`config.mk`:
```
export PLATFORM = sky130hd
export DESIGN_NAME = demultiplexor_4_20_16x20
export DESIGN_NICKNAME = d
export VERILOG_FILES = /design/src/rtl/demultiplexor_4_20_16x20.sv
export SDC_FILE = /design/constraint.sdc
export NUM_CORES = 1
export LEC_CHECK = 0
export BUFFER_PORTS_ARGS = -buffer_cell sky130_fd_sc_hd__clkbuf_2
export CAP_MARGIN = 25
export CORE_UTILIZATION = 50
export CTS_CLUSTER_SIZE = 14
export DETAILED_ROUTE_END_ITERATION = 7
export HOLD_SLACK_MARGIN = 0.05
export PLACE_DENSITY = 0.77
export SYNTH_ARGS = -nofsm -noshare
export SYNTH_HDL_FRONTEND = slang
export SYNTH_SLANG_ARGS = --single-unit
export TNS_END_PERCENT = 30
```
`constraint.sdc`:
```
create_clock -name clk -period 3.1 [get_ports clk]
set_input_delay 0.31 -clock clk [delete_from_list [all_inputs] [get_ports clk]]
set_output_delay 0.31 -clock clk [all_outputs]
set_load 0.01 [all_outputs]
```
`src/rtl/demultiplexor_4_20_16x20.sv`:
```
// Write-side demultiplexor: one addressed write per cycle into sixteen holding
// registers, all presented in parallel, with write acknowledge and written mask.
module demultiplexor_4_20_16x20 #(
    parameter int               WIDTH       = 20,
    parameter int               ADDR_W      = 4,
    parameter logic [WIDTH-1:0] RESET_VALUE = '0
) (
    input  logic                  clk,
    input  logic                  rst,
    input  logic [WIDTH-1:0]      in,
    input  logic [ADDR_W-1:0]     addr,
    input  logic                  we,
    output logic [WIDTH-1:0]      out0,
    output logic [WIDTH-1:0]      out1,
    output logic [WIDTH-1:0]      out2,
    output logic [WIDTH-1:0]      out3,
    output logic [WIDTH-1:0]      out4,
    output logic [WIDTH-1:0]      out5,
    output logic [WIDTH-1:0]      out6,
    output logic [WIDTH-1:0]      out7,
    output logic [WIDTH-1:0]      out8,
    output logic [WIDTH-1:0]      out9,
    output logic [WIDTH-1:0]      out10,
    output logic [WIDTH-1:0]      out11,
    output logic [WIDTH-1:0]      out12,
    output logic [WIDTH-1:0]      out13,
    output logic [WIDTH-1:0]      out14,
    output logic [WIDTH-1:0]      out15,
    output logic                  wr_ack,
    output logic [ADDR_W-1:0]     wr_addr_q,
    output logic [(1<<ADDR_W)-1:0] written
);

    localparam int NREG = 1 << ADDR_W;

    // Handshake: we acts as a valid with the sink always ready; every cycle with
    // we=1 (and rst=0) is accepted and echoed by wr_ack one cycle later.
    logic [WIDTH-1:0]  regs_q [NREG];
    logic [WIDTH-1:0]  regs_d [NREG];
    logic [NREG-1:0]   sel;
    logic [NREG-1:0]   written_q, written_d;
    logic              ack_q, ack_d;
    logic [ADDR_W-1:0] addr_q, addr_d;

    always_comb begin
        sel = '0;
        if (we) begin
            sel[addr] = 1'b1;
        end
        for (int k = 0; k < NREG; k++) begin
            regs_d[k] = sel[k] ? in : regs_q[k];
        end
        written_d = written_q | sel;
        ack_d     = we;
        addr_d    = we ? addr : addr_q;
    end

    // Reset wins over a concurrent write; the dropped write leaves no trace.
    always_ff @(posedge clk) begin
        if (rst) begin
            for (int k = 0; k < NREG; k++) begin
                regs_q[k] <= RESET_VALUE;
            end
            written_q <= '0;
            ack_q     <= 1'b0;
            addr_q    <= '0;
        end else begin
            for (int k = 0; k < NREG; k++) begin
                regs_q[k] <= regs_d[k];
            end
            written_q <= written_d;
            ack_q     <= ack_d;
            addr_q    <= addr_d;
        end
    end

    assign out0      = regs_q[0];
    assign out1      = regs_q[1];
    assign out2      = regs_q[2];
    assign out3      = regs_q[3];
    assign out4      = regs_q[4];
    assign out5      = regs_q[5];
    assign out6      = regs_q[6];
    assign out7      = regs_q[7];
    assign out8      = regs_q[8];
    assign out9      = regs_q[9];
    assign out10     = regs_q[10];
    assign out11     = regs_q[11];
    assign out12     = regs_q[12];
    assign out13     = regs_q[13];
    assign out14     = regs_q[14];
    assign out15     = regs_q[15];
    assign wr_ack    = ack_q;
    assign wr_addr_q = addr_q;
    assign written   = written_q;

endmodule

```
Word-level counts from Yosys, hierarchy flattened. Memories as Yosys holds them, arrays and structs flattened. Index checks and enable logic that the tools add are counted.

Memories kept: 1. Input bits: 27. Register bits: 21. Memory bits (writable): 320.

Muxes and demuxes: 38. Magnitude comparators: 2. Bitwise operators: 17. Reduce and logical (&&, ||, !) cells: 1.

Memories: regs_q (depth 16, width 20, read ports 16, clocked after Yosys merged registers in 0, write ports 16, line 38) `logic [WIDTH-1:0] regs_q [NREG];`.

Operator list (number): 20-bit 2-to-1 mux (32); 16-bit 2-to-1 mux (1); 1-bit bitwise OR (16); 16-bit bitwise OR (1); 4-bit by 5-bit less-than comparator with 1-bit output (second input constant) (1); 1-bit demux with 4-bit select (1); 4-bit by 1-bit >= comparator with 1-bit output (second input constant) (1); 1-bit 2-to-1 mux (4); 1-bit logical AND (1).

Depth between registers and ports, before layout.
Depth in word-level cells: 7. Gate-level depth with buffers: 6. Depth with buffers taken out: 3.

Worst setup path after synthesis. No wires, ideal clock.

Path kind: input to register. Start: input addr[0]. End: memory regs_q[8][0], in the netlist regs_q[2][0]. Setup slack: 1.648 ns. Path buffers: 3. Setup time: 0.132 ns. Cell stages on the path: 5. Data required time: 2.968 ns. Arrival: 1.319 ns. Cells stage by stage: buf_6 -> or4_4 -> buf_6 -> buf_6 -> mux2i_1.

RTL lines: from (decl) (line 11) `input logic [ADDR_W-1:0] addr,`; to (decl) (line 38).

==> out/summary.txt <==
CTS sink cnt -> 341
Unrepaired setup endpoints after global routing -> false
CP Data Arrival Time -> 2010 ps
Routed length per instance -> 18.9 um
Mapped cell area -> 13,100 um^2
Max Buffers Root-to-Sink -> 3
I/O pin count -> 368
Total of max-cap violations -> 0
Vias -> 9,379
DRC -> 0
Clock transition at path regs -> 60 ps
Synth cell types -> 20
CTS Root Cell -> clkbuf_16
Sequential share of power -> 0.490
Starting Density -> 0.515
Post-route ant nets -> 0
Largest net degree at the start of global routing -> 143
Router iterations before antenna repair -> 5
Die W -> 164 um
Post-Route Hold Slack -> 89.4 ps
CTS tree -> yes
Worst vdd ir -> 0.461 mV
Post-CTS sizing -> 0
Startpoint types -> input port
Final clock skew -> 0 ps
Critical path type -> input port to register
Die height -> 164 um
Post-CTS Setup Bufs -> 0
Slew Viols, Final -> 0
Average size of a mapped cell -> 11.0 um^2
P&R area growth vs syn -> 22.8%
Die area -> 26,900 um^2
Mapped Cells -> 1,188
Min Tclk post-route -> 1590 ps
Sequential-to-total area share from yosys stat -> 0.521
Worst Tran Pin Value -> 975 ps
DR vias/cell -> 5.08
Finish-stage setup viols -> 0
Count of hold-fix buffers inserted at cts -> 0
Final wirelength -> 34,900 um
Worst setup EP type -> register
Slew HR -> 0.350
CP required -> 3520 ps
Inserted Clock Buffers -> 36
H-tree levels -> 2
1st-iter DRT viols -> 480
Tcrit/Tclk final -> 0.512
NumNets Final -> 1,520
Skew-Pair Late Insertion Delay -> 500 ps
Sw Ratio -> 0.223
First-pass GRT wire length -> 52,100 um
Mapped Nets -> 1,215
Combinational Power Share -> 0.053
Hold Violations, Final -> 0
Status -> completed
Gr ovfl total -> 0
Ys Warns -> 0
GRT Overall Usage -> 0.255
Port buffer count -> 367
Std-Cell Rows -> 58
RD Place Congestion -> 0.806
Worst reg2reg path depth -> 2
Vias in the first global route -> 9,071
Int Pwr -> 7.10 mW
Fin cells -> 1,848
Layout fillers -> 2,148
Worst-path maximum fanout -> 21
Clk network pwr share -> 0.457
Register bit total from synthesis -> 341
Antenna diode count -> 0
Post-Place Cells -> 1,785
TNS Setup -> 0 ps
Pwr dens -> 567 nW/um^2
Core Region -> 25,500 um^2
Initial antenna violation count -> 0
Hold/Removal Path Class -> input port to register
Fraction of layout cells with a size suffix above 1 -> 0.296
Net Sw Power -> 2.04 mW
Hold path cells -> 3
FMAX -> 630 MHz
Post-detail-place hpwl -> 23,300 um
Leak -> 8.64 nW
sequential cells by signal (all words and copies together), names as in the netlist:
name and flops:
written 16, regs_q 320, wr_addr_q 4, wr_ack 1
synthesized netlist by cell type (all sizes together):
master,n,area (um^2)
a21oi,17,85.1
dfxtp,341,6830
clkbuf,66,248
and2b,1,7.51
nor3b,2,15.0
nand2,4,15.0
and2,1,6.26
mux2i,323,3230
buf,55,357
nor2,7,26.3
nand2b,341,2130
nand3,4,20.0
nand4,5,31.3
inv,14,52.6
or3,2,12.5
or4,2,22.5
nor2b,3,18.8
power groups by stage:
stage	clock network, mW	registers (mW)	logic (mW)
4_1_cts	4.25	4.48	0.490
5_1_grt	4.43	4.48	0.519
6_report	4.17	4.48	0.485
3_3_place_gp	0	4.57	0.486
2_1_floorplan	0	4.60	0.293
3_5_place_dp	0	4.57	0.488
cell usage in the layout, fill, tap and decap left out, types with 3 or more instances in the layout:
cell type,instances
nand4_1,5
nor2b_1,3
dfxtp_1,341
clkbuf_1,6
nor2_1,7
buf_4,20
clkbuf_8,11
clkbuf_2,366
clkbuf_16,37
mux2i_1,323
inv_1,13
nand2_1,4
clkinv_2,5
nand2b_1,341
a21oi_1,17
final timing paths:
| kind | to | slack [ps] | from |
|---|---|---|---|
| hold reg to reg | written[2] | 440 | written[2] |
| hold / removal | regs_q[3][60] | 90 | in[0] |
| setup reg to reg | regs_q[1][11] | 2430 | regs_q[1][11] |
| setup / recovery | regs_q[0][61] | 1510 | we |
cell type report:
cell class | count | area (um^2) | share of cell area
clock inverter | 9 | 58.8 | 0.00365
timing repair buffer | 388 | 2010 | 0.125
multi-input combinational | 712 | 5640 | 0.350
inverter | 14 | 52.6 | 0.00326
tap | 330 | 413 | 0.0256
sequential | 341 | 6830 | 0.424
clock buffer | 54 | 1100 | 0.0683
critical path: stages:
cell and delay [ps]:
clkbuf_2 250, nor3b_1 380, nand3_2 680, mux2i_1 360
metrics by stage:
stage	util	instance area, um^2	setup WS (ps)	power, mW
after floorplan	-	13100	1650	4.89
after global placement	0.587	14900	1040	5.06
after detailed placement	0.587	14900	1010	5.06
after CTS	0.632	16100	1540	9.21
after global routing	0.632	16100	1330	9.43
final	0.632	16100	1510	9.14
per-layer routing:
metal / global-route usage / part of all wire / up-vias
met5: 0 / 0 / -
met4: 0.0800 / 0.024 / 0
met3: 0.0684 / 0.067 / 56
met1: 0.303 / 0.42 / 4533
li1: - / - / 4485
met2: 0.444 / 0.49 / 305
cells by family (layout without fill, tap and decap cells):
family                 after synthesis  count (layout)  share of synthesized area
AOI/OAI and AO/OA                   17              17                    0.00649
muxes                              323             323                      0.247
DFF                                341             341                      0.521
and+or+nand+nor                    372             372                      0.176
buffers and inverters              135             465                     0.0501
(Power assumes the default switching activity.)
